File: src/rtl/router_pkg.sv
// router_pkg: flit-type encodings, default widths and the type-field locator
// shared by the router input-port slice.
package router_pkg;
  localparam int DEF_DATA_W = 35;
  localparam int DEF_NUM_VC = 2;
  localparam logic [1:0] FT_BODY   = 2'b00;
  localparam logic [1:0] FT_HEAD   = 2'b01;
  localparam logic [1:0] FT_TAIL   = 2'b10;
  localparam logic [1:0] FT_SINGLE = 2'b11;
  function automatic int ft_lsb(input int data_w);
    return data_w - 2;
  endfunction
endpackage

File: src/rtl/router_vc_fifo.sv
// router_vc_fifo: single-VC synchronous FIFO; the owner never pushes when full
// nor pops when empty, so no internal guarding is needed.
module router_vc_fifo #(
  parameter int DATA_W = 35,
  parameter int DEPTH = 4,
  localparam int AW = $clog2(DEPTH),
  localparam int CW = AW + 1
) (
  input  logic              clk,
  input  logic              rst_n,
  input  logic              push,
  input  logic              pop,
  input  logic [DATA_W-1:0] din,
  output logic [DATA_W-1:0] dout,
  output logic              full,
  output logic              empty,
  output logic [CW-1:0]     count
);
  logic [DATA_W-1:0] mem [DEPTH];
  logic [AW-1:0] wr, rd;
  assign dout = mem[rd];
  assign full = count == CW'(DEPTH);
  assign empty = count == '0;
  always_ff @(posedge clk)
    if (push) mem[wr] <= din;
  always_ff @(posedge clk or negedge rst_n)
    if (!rst_n) begin
      wr <= '0;
      rd <= '0;
      count <= '0;
    end else begin
      wr <= wr + AW'(push);
      rd <= rd + AW'(pop);
      count <= count + CW'(push) - CW'(pop);
    end
endmodule

File: src/rtl/router_vc_inport.sv
// router_vc_inport: per-VC flit buffering with round-robin drain onto one registered link.
// Define ROUTER_VCINPORT_DROPCNT_EN to add the saturating DROPCNT rejected-flit counter.
module router_vc_inport
  import router_pkg::*;
#(
  parameter int DATA_W = DEF_DATA_W,
  parameter int NUM_VC = DEF_NUM_VC,
  parameter int DEPTH = 4,
  localparam int VCH_W = $clog2(NUM_VC)
) (
  input  logic              clk,
  input  logic              RST_,
  input  logic [DATA_W-1:0] IDATA,
  input  logic              IVALID,
  input  logic [VCH_W-1:0]  IVCH,
  output logic [NUM_VC-1:0] OACK,
  output logic [NUM_VC-1:0] ORDY,
  output logic [NUM_VC-1:0] OLCK,
  output logic [DATA_W-1:0] ODATA,
  output logic              OVALID,
  output logic [VCH_W-1:0]  OVCH,
  input  logic [NUM_VC-1:0] IRDY
`ifdef ROUTER_VCINPORT_DROPCNT_EN
  ,
  output logic [15:0]       DROPCNT
`endif
);
  localparam int CNT_W = $clog2(DEPTH) + 1;
  localparam int FT = ft_lsb(DATA_W);
  logic [NUM_VC-1:0] push, pop, full, empty, elig, head_set, tail_clr;
  logic [NUM_VC-1:0][DATA_W-1:0] dout;
  logic [NUM_VC-1:0][CNT_W-1:0] cnt;
  logic [VCH_W-1:0] rr, gnt, idx;
  logic gnt_v, in_ok;
  assign in_ok = IVALID && ({1'b0, IVCH} < (VCH_W+1)'(NUM_VC)) && (cnt[IVCH] < CNT_W'(DEPTH));
  assign push = in_ok ? NUM_VC'(1) << IVCH : '0;
  assign pop = gnt_v ? NUM_VC'(1) << gnt : '0;
  assign elig = ~empty & IRDY;
  assign ORDY = ~full;
  assign head_set = IDATA[FT +: 2] == FT_HEAD ? push : '0;
  assign tail_clr = dout[gnt][FT +: 2] == FT_TAIL ? pop : '0;
  // Walk downward so the VC nearest rr+1 is the last (winning) assignment.
  always_comb begin
    gnt_v = 1'b0;
    gnt = '0;
    idx = '0;
    for (int i = NUM_VC; i >= 1; i--) begin
      idx = VCH_W'((int'(rr) + i) % NUM_VC);
      if (elig[idx]) begin
        gnt_v = 1'b1;
        gnt = idx;
      end
    end
  end
  for (genvar v = 0; v < NUM_VC; v++) begin : g_vc
    router_vc_fifo #(.DATA_W(DATA_W), .DEPTH(DEPTH)) u_fifo (
      .clk(clk), .rst_n(RST_), .push(push[v]), .pop(pop[v]), .din(IDATA),
      .dout(dout[v]), .full(full[v]), .empty(empty[v]), .count(cnt[v])
    );
  end
  always_ff @(posedge clk or negedge RST_)
    if (!RST_) begin
      OACK <= '0;
      OLCK <= '0;
      ODATA <= '0;
      OVALID <= 1'b0;
      OVCH <= '0;
      rr <= VCH_W'(NUM_VC - 1);
    end else begin
      OACK <= push;
      OVALID <= gnt_v;
      OLCK <= (OLCK & ~tail_clr) | head_set;
      if (gnt_v) begin
        ODATA <= dout[gnt];
        OVCH <= gnt;
        rr <= gnt;
      end
    end
`ifdef ROUTER_VCINPORT_DROPCNT_EN
  always_ff @(posedge clk or negedge RST_)
    if (!RST_) DROPCNT <= '0;
    else if (IVALID && !in_ok && DROPCNT != 16'hFFFF) DROPCNT <= DROPCNT + 16'd1;
`endif
endmodule
File: config.mk
export PLATFORM = sky130hd
export DESIGN_NAME = router_vc_inport
export DESIGN_NICKNAME = d
export VERILOG_FILES = /design/src/rtl/router_pkg.sv /design/src/rtl/router_vc_fifo.sv /design/src/rtl/router_vc_inport.sv
export SDC_FILE = /design/constraint.sdc
export NUM_CORES = 1
export LEC_CHECK = 0
export CAP_MARGIN = 20
export CORE_MARGIN = 2
export CORE_UTILIZATION = 58
export DETAILED_ROUTE_END_ITERATION = 12
export PLACE_DENSITY = 0.79
export SLEW_MARGIN = 40
export SYNTH_ARGS = -nofsm -noshare
export SYNTH_HDL_FRONTEND = slang
export SYNTH_SLANG_ARGS = --single-unit
File: constraint.sdc
create_clock -name clk -period 5.1 [get_ports clk]
set_input_delay 1.02 -clock clk [delete_from_list [all_inputs] [get_ports clk]]
set_output_delay 1.02 -clock clk [all_outputs]
set_load 0.01 [all_outputs]
==> reports/summary.md, run 1 <==
The tools report the net count after synthesis as 654. Yosys printed 0 warnings. The fraction of post-synthesis cell area in the top cell type by area came out at 0.666. Setup repair after global routing left no endpoint under its margin. The post-CTS clock slew at the launch and capture registers of the worst setup and hold paths is 0.06 ns, and the required time of the worst setup path is 4.08 ns.

The cell with the most instances after synthesis is sky130_fd_sc_hd__edfxtp_1. The area growth from synthesis to layout was 19.1%. The logs give 0 for the setup fix buffers added after clock tree synthesis and 0.51 ns for the clock latency of the later-clocked register in the worst-skew pair. The first global-routing pass estimated 39.4 mm of wire. Once detail routing completed, the nets flagged for antenna violations numbered 0. The first TritonRoute pass finished after 5 iterations.

Of all cell types, the one taking the most synthesized area is sky130_fd_sc_hd__edfxtp_1. After floorplanning, the core was sized to cover 21200 sq um. Summed over all cells, the static leakage comes to 5.14 nW.

The startpoint of the tightest hold check path is ODATA[20]. At the end of the flow, the number of nets in the layout was 761. The total count of hold-check failures in the final report was 0. Number of antenna violations at the first check in global routing: 1.

The synthesis-stage register bit count was 336; the number of fillers in the final layout was 1244. The count of input and output buffers works out to 83. The height of the die was 152 um; the number of global-route vias before repair was 6725. The most used flip-flop cell after synthesis is sky130_fd_sc_hd__edfxtp_1. Counting instances in the post-synthesis netlist gives the leading cell types as sky130_fd_sc_hd__edfxtp_1 (280), sky130_fd_sc_hd__mux4_2 (70), sky130_fd_sc_hd__dfrtp_1 (55). The tools report the max-cap violation count as 0. The pin count of the biggest net entering global routing is 57, and the routed length on met2 is 13.5 mm. The total power density per cell area came out at 548 nW/um^2. Final hold analysis gives a worst-case slack of 0.516 ns. Summed over all layers, the routed wires come to 26.0 mm.

The number of setup violations in the final report is 0, and the TritonCTS buffer count is 34. In this run the worst hold path is classified as reg2reg. TritonCTS built the clock tree.

After detailed routing, the met3 layer carries 1.82 mm of wire. The proportion of synthesized chip area in sequential cells was 0.777. 84 I/O pins were placed. Once layout is done, the placed cells without fillers occupy 15000 sq um. The die is 152 um wide. The final critical delay including setup and external delays is 2.74 ns. The tree is rooted in a sky130_fd_sc_hd__clkbuf_16. The routed layout has 6384 vias.

The netlist uses 36 different library cells. Across all setup checks in the final design, the least slack found is 2.36 ns. The tools report the type of origin of the critical path as a flop. For the sum of net half-perimeters after detailed placement, the log shows 15.0 mm. The floorplan step defined a die boundary enclosing 23000 sq um. Global router's overall resource usage: 0.239.

The final period utilization is 0.537, and the fraction of final layout cells sized beyond drive strength 1 is 0.211. The number of DRC violations after detailed-routing iteration 0 was 585; the ratio of routed vias to standard cells was 6.31. The post-route met1 wirelength was 9.86 mm; the total power consumption of the routed design was 0.00824 W.

The number of synthesized flops with an enable pin was 280; the global placer's final weighted congestion was 0.736. The summed negative setup slack over all endpoints was 0 ns; the leftover overflow at the end of global routing was 0. Derived from the worst setup path, the maximum achievable clock frequency is 365 MHz. The run finished with clean final reports.

The critical path is of the reg2out type. After detailed routing, the number of remaining DRC violations is 0. Counting every instance in the synthesized netlist gives 603.

For the starting density of the core, the log shows 0.595. Routed signal wires occupy layers up through met5. The relative slew slack was 0.574; the slew at the pin closest to its max-slew limit was 0.640 ns. The average cell area after synthesis works out to 20.9 sq um.

In the post-synthesis netlist, the biggest area contributors are sky130_fd_sc_hd__edfxtp_1 (67%), sky130_fd_sc_hd__mux4_2 (12%), sky130_fd_sc_hd__dfrtp_1 (11%), sky130_fd_sc_hd__a22oi_1 (2.2%), sky130_fd_sc_hd__nand2_1 (1.2%). The H-tree depth is 2, and the setup clock skew after layout is 0.0168 ns. For the final max-slew violation count, the log shows 0. The peak fanout along the critical path was 4.

The clock net in this run drives a total of 336 sinks. IR analysis of the VDD net gives a maximum drop of 0.000340 V. The worst setup path is captured at a primary output. In the final routed layout, each cell accounts on average for 25.7 um.

Prior to clock tree synthesis, the placed netlist has a worst setup slack of 1.88 ns. The number of antenna diodes in the final layout is 0. The launching point of the worst reg2reg path was g_vc[1].u_fifo.rd[0]. The share of async-settable or async-resettable flops after synthesis was 0.167; the number of placement rows was 53.

After detailed placement, the total cell area comes to 13900 sq um. Origin of the worst setup path: g_vc[1].u_fifo.count[1]. At the worst endpoint, the arrival time is 1.72 ns. Counting along the longest clock path gives a buffer depth of 3. For the count of cells resized by post-cts repair, the log shows 0. After synthesis the cells add up to 12600 sq um. After clock tree synthesis, the flow added hold-fix buffers numbering 0.
==> placed cells by master, fill, tap and decap left out, types with 2 or more instances in the layout <==
master,netlist,routed
sky130_fd_sc_hd__edfxtp_1,280,280
sky130_fd_sc_hd__clkdlybuf4s50_1,0,82
sky130_fd_sc_hd__mux4_2,70,70
sky130_fd_sc_hd__dfrtp_1,55,51
sky130_fd_sc_hd__nand2_1,39,39
sky130_fd_sc_hd__a22oi_1,37,37
sky130_fd_sc_hd__clkbuf_16,0,37
sky130_fd_sc_hd__o21ai_0,28,28
sky130_fd_sc_hd__inv_1,10,10
sky130_fd_sc_hd__ha_1,8,8
sky130_fd_sc_hd__clkbuf_1,8,8
sky130_fd_sc_hd__buf_4,2,8
sky130_fd_sc_hd__clkinv_1,0,6
sky130_fd_sc_hd__xor2_1,5,5
sky130_fd_sc_hd__nor2_4,0,5
sky130_fd_sc_hd__o21ai_1,5,5
sky130_fd_sc_hd__clkinv_2,0,5
sky130_fd_sc_hd__buf_16,0,5
sky130_fd_sc_hd__buf_8,0,4
sky130_fd_sc_hd__nor2_1,8,3
sky130_fd_sc_hd__a21oi_1,3,3
sky130_fd_sc_hd__xnor2_1,3,3
sky130_fd_sc_hd__clkinvlp_4,0,3
sky130_fd_sc_hd__nand3_1,2,2
sky130_fd_sc_hd__and3_4,0,2
sky130_fd_sc_hd__nor3b_2,0,2
sky130_fd_sc_hd__fa_1,2,2
sky130_fd_sc_hd__bufinv_16,0,2
sky130_fd_sc_hd__dfrtp_2,0,2
sky130_fd_sc_hd__dfrtp_4,0,2
==> kinds of logic (layout without fill, tap and decap cells) <==
group / after synthesis / count (layout) / synth area share
AND/OR/NAND/NOR: 59 / 59 / 0.0213
multiplexers: 71 / 71 / 0.126
buffers and inverters: 40 / 173 / 0.0177
XOR/XNOR: 8 / 8 / 0.00555
adder cells (fa/ha/maj): 10 / 10 / 0.0111
flip-flops: 336 / 336 / 0.777
AO/OA/AOI/OAI: 79 / 79 / 0.0419
==> final timing paths <==
path | to | slack (ns) | depth (start not counted)
max | ORDY[1] | 2.36 | 3
min | ODATA[20] | 0.52 | 2
max reg2reg | OLCK[1] | 2.64 | 4
min reg2reg | ODATA[20] | 0.52 | 2
max in group asynchronous | g_vc[0].u_fifo.rd[1] | 4.04 | 2
min in group asynchronous | ODATA[32] | 0.57 | 2
==> state kept, by name, summed over array words and instances (netlist names) <==
register and flops:
OVALID 1, OLCK 2, OVCH 1, g_vc.u_fifo.count 6
rr 1, g_vc.u_fifo.rd 4, g_vc.u_fifo.mem 280, ODATA 35
g_vc.u_fifo.wr 4, OACK 2
==> through the flow <==
stage / std cells / util
after floorplan: 603 / -
final: 1011 / 0.709
after CTS: 1011 / 0.709
after global placement: 940 / 0.647
after detailed placement: 949 / 0.657
after global routing: 1011 / 0.709
==> power by group <==
group          total (W)  internal, W  switching, W
sequential       0.00381      0.00339      0.000417
clock            0.00241      0.00143      0.000982
combinational    0.00203      0.00109      0.000936
==> per-layer routing <==
| layer | vias to the layer above | GRT usage |
|---|---|---|
| li1 | 2666 | - |
| met1 | 3349 | 0.310 |
| met2 | 301 | 0.410 |
| met3 | 66 | 0.0431 |
| met4 | 2 | 0.0907 |
| met5 | - | 0 |
==> worst max-delay path, cell delays in order (launching register included) <==
cell and delay [ns]:
sky130_fd_sc_hd__dfrtp_1 0.46, sky130_fd_sc_hd__inv_1 0.12, sky130_fd_sc_hd__nand3_1 0.10, sky130_fd_sc_hd__clkdlybuf4s50_1 0.53
==> final cells by class <==
type	instances	area [sq um]	share of cell area
clock inverter	17	139	0.00923
clock buffer	45	956	0.0635
inverter	10	37.5	0.00250
timing repair buffer	101	1090	0.0728
tap	275	344	0.0229
multi-input combinational	227	2650	0.176
sequential	336	9820	0.653
No activity file was read; power rests on OpenSTA's default activity.
==> run 2, diff against run 1 <==
CORE_UTILIZATION = 53   (was 58)
PLACE_DENSITY = 0.76   (was 0.79)
clock period = 2.2 ns   (was 5.1 ns; I/O delays follow)
==> reports/summary.md, run 2 (same netlist as run 1, synthesis figures left out) <==
The flow ran to the end, and the final reports show no timing, DRC or antenna violations. The post-route cell area came out at 15500 sq um (+2.9%). The tools report the antenna violation net count after detailed routing as 0 (unchanged).

The total count of hold-check failures in the final report is 0 (unchanged), and the global placer's final weighted congestion is 0.723 (-1.8%). The ratio of routed vias to standard cells was 5.86 (-7.1%); the fraction of power consumed by combinational cells was 0.265 (+0.019). The final max-slew violation count was 0 (unchanged).

Counting flops per register, the top entry is g_vc.u_fifo.mem. From synthesis to final layout, the design area changed by 22.5%. The final critical delay including setup and external delays came out at 2.13 ns.

The critical path goes through o31a_4 > o21a_2 > ha_4 > inv_2 > ha_4 > fa_2 > xor2_1 > xnor2_1. The clock latency of the later-clocked register in the worst-skew pair was 0.51 ns (about the same). The post-placement setup slack was -0.318 ns (-2.20 ns). The tree is rooted in a sky130_fd_sc_hd__clkbuf_16. The signal arrival time at the worst endpoint was 2.51 ns (+0.79 ns).

The pin count of the biggest net entering global routing was 57 (unchanged); the logic depth of the worst register-to-register path was 8 (+4). The flip-flop count of the largest register, all copies and words added is 280 (unchanged). The kind of path behind the tightest hold check is in2async.

The sum of buffers and inverters on the critical path was 1 (-1). The number of global-route vias before repair came out at 6663 (-0.92%). The share of total power in the clock network came out at 0.305 (+0.013). The clock sink total is 336 (unchanged), and the total via count in the routed design is 6286 (-1.5%). The height of the die is 158 um (+4.5%), and the final period utilization is 0.968. The cell internal power dissipation was 0.0144 W (+140%). The relative slew slack was 0.611 (+0.0373). The footprint of the flip-flops and latches was 9820 sq um (about the same).

The required time of the worst setup path came out at 2.58 ns (-1.50 ns). The worst register-to-register path ends at g_vc[0].u_fifo.count[2]. TritonCTS built the clock tree.

The count of unresolved DRC violations after routing is 0 (unchanged). The logs give 39.3 mm (-0.37%) for the first-pass GRT wire length and 0 (unchanged) for the max-cap violation count. The area enclosed by the die boundary was 25100 sq um (+9.2%). Maximum clock path buffer count: 3 (unchanged). The count of input and output buffers is 83 (unchanged), and the setup clock skew after layout is 0.0184 ns (+0.00163 ns). Leaving out fill and tap cells, the most frequent cells in the layout are sky130_fd_sc_hd__edfxtp_1 (280), sky130_fd_sc_hd__clkdlybuf4s50_1 (82), sky130_fd_sc_hd__mux4_2 (70), sky130_fd_sc_hd__dfrtp_1 (50), sky130_fd_sc_hd__nand2_1 (39). The number of inserted diodes is 0 (unchanged). The fraction of final layout cells sized beyond drive strength 1 came out at 0.240 (+0.0298). Switching share of power: 0.277 (-0.00619). The TritonCTS buffer count was 35 (+2.9%). The number of DRC violations after detailed-routing iteration 0 was 651 (+11%); the placement-stage cell area was 14300 sq um (+2.4%). The setup fix buffers added after clock tree synthesis was 0 (unchanged); the number of iterations in the first detailed-routing pass was 5 (unchanged). For this run, the top clock speed supported by timing is 469 MHz. The core box area was 23400 sq um (+10%). Number of cells after detailed placement: 1009 (+6.3%). The critical-path cell with the highest stage delay was sky130_fd_sc_hd__dfrtp_1.

The peak fanout along the critical path was 3 (-1). The logs give 0.000768 V (+130%) for the maximum VDD drop and 0.213 (-0.0261) for the global router's overall resource usage. Starting density of the core: 0.540 (-0.0555). The aggregate routed wire length was 25.6 mm (-1.6%). The number of fillers in the final layout is 1536 (+23%).

Share of power burned in registers: 0.431 (-0.031). The run gives 14.6 mm (-2.2%) as the sum of net half-perimeters after detailed placement. The worst register-to-register path begins at g_vc[0].u_fifo.count[1].

Leaving out fill and tap cells, the most frequent cell in the layout is sky130_fd_sc_hd__edfxtp_1. The slew at the pin closest to its max-slew limit was 0.584 ns (-0.0560 ns); the total power density per cell area was 1290 nW/um^2 (+130%). STA classifies the critical path endpoint as a flop. The number of placement rows is 56 (+5.7%), and the number of antenna violations at the first check in global routing is 0 (-1).

The detail-routed net length per standard cell was 23.9 um (-7.2%); the static leakage was 5.31 nW (+3.4%). STA classifies the critical path startpoint as a flop. Leftover overflow at the end of global routing: 0 (unchanged).

Setup repair after global routing could not meet its margin everywhere. The biggest cell delay along the critical path came out at 0.42 ns (-0.11 ns). The largest registers in the layout are g_vc.u_fifo.mem (280), ODATA (35), g_vc.u_fifo.count (6). The number of setup violations in the final report is 0 (unchanged), and the total area of multi-input combinational cells is 2690 sq um (+1.5%). The category of the most critical setup path is reg2reg. The cell family with the largest share of critical-path delay is adder cells. The net switching power figure is 0.00552 W (+140%), and the post-CTS clock slew at the launch and capture registers of the worst setup and hold paths is 0.06 ns (about the same). The number of primary I/O pins was 84 (unchanged); the number of nets in the layout was 779 (+2.4%). The tools report the number of standard cells in the final layout excluding fillers as 1072 (+6.0%). The H-tree depth was 2 (unchanged); the die outline width was 158 um (+4.5%).

The worst path setup slack after routing is 0.0700 ns (-2.29 ns). The setup slack of the worst register-to-register path was 0.07 ns (-2.57 ns). By instance count, the cell type seen most on the critical path is sky130_fd_sc_hd__ha_4.
## run 2: changes by cell type in the layout (fill, tap and decap cells not counted), sizes merged
cell         change
buf             +16
bufinv           +5
clkbuf           -4
clkinvlp         -3
clkinv           +1
dlygate4sd3      +1
inv              +1
## run 2: routing by layer
metal,track usage,share of wire,vias up
met5,0,0,-
met4,0.0549,0.017,0
met3,0.0357,0.063,38
met2,0.357,0.51,225
met1,0.296,0.41,3323
li1,-,-,2700
## run 2: tightest hold or removal path, stage by stage
cell	delay (ns)
sky130_fd_sc_hd__dlygate4sd3_1	0.53
sky130_fd_sc_hd__buf_2	0.13
sky130_fd_sc_hd__buf_12	0.32
## run 2: final cells by class
cell class                 count  share of cell area
inverter                      10             0.00243
clock inverter                21              0.0179
sequential                   336               0.634
clock buffer                  41              0.0581
timing repair buffer         118              0.0875
tap                          319              0.0258
multi-input combinational    227               0.174
## run 2: repair_timing
action                                  CTS  global route
endpoints found under the setup margin    0             2
gates resized for setup                   0             2
endpoints found under the hold margin    55             0
hold buffers                              1             0
## run 2: worst max-delay path by stage
stage	start	endpoint	cells after the start
4_1_cts	g_vc[0].u_fifo.count[1]	g_vc[1].u_fifo.count[2]	8
3_5_place_dp	IRDY[1]	g_vc[0].u_fifo.count[2]	9
3_3_place_gp	IRDY[1]	g_vc[0].u_fifo.count[2]	9
6_report	g_vc[0].u_fifo.count[1]	g_vc[0].u_fifo.count[2]	8
5_1_grt	g_vc[0].u_fifo.count[1]	g_vc[0].u_fifo.count[2]	8
2_1_floorplan	g_vc[0].u_fifo.count[1]	g_vc[0].u_fifo.count[2]	9
## run 2: power by group through the flow
| stage | Clock (W) | Sequential [W] | Combinational [W] |
|---|---|---|---|
| 2_1_floorplan | 0 | 0.00852 | 0.00321 |
| 3_3_place_gp | 0 | 0.00862 | 0.00512 |
| 3_5_place_dp | 0 | 0.00868 | 0.00529 |
| 4_1_cts | 0.00616 | 0.00858 | 0.00535 |
| 5_1_grt | 0.00639 | 0.00865 | 0.00571 |
| 6_report | 0.00606 | 0.00857 | 0.00527 |
## run 2: metrics by stage
step	hold WS [ns]	setup TNS (ns)	total power, W	utilization
2_1_floorplan	0.144	-0.0102	0.0117	-
3_3_place_gp	0.483	-0.575	0.0137	0.610
3_5_place_dp	0.486	-2.14	0.0140	0.610
4_1_cts	0.492	0	0.0201	0.661
5_1_grt	0.535	-0.00337	0.0208	0.661
6_report	0.501	0	0.0199	0.661
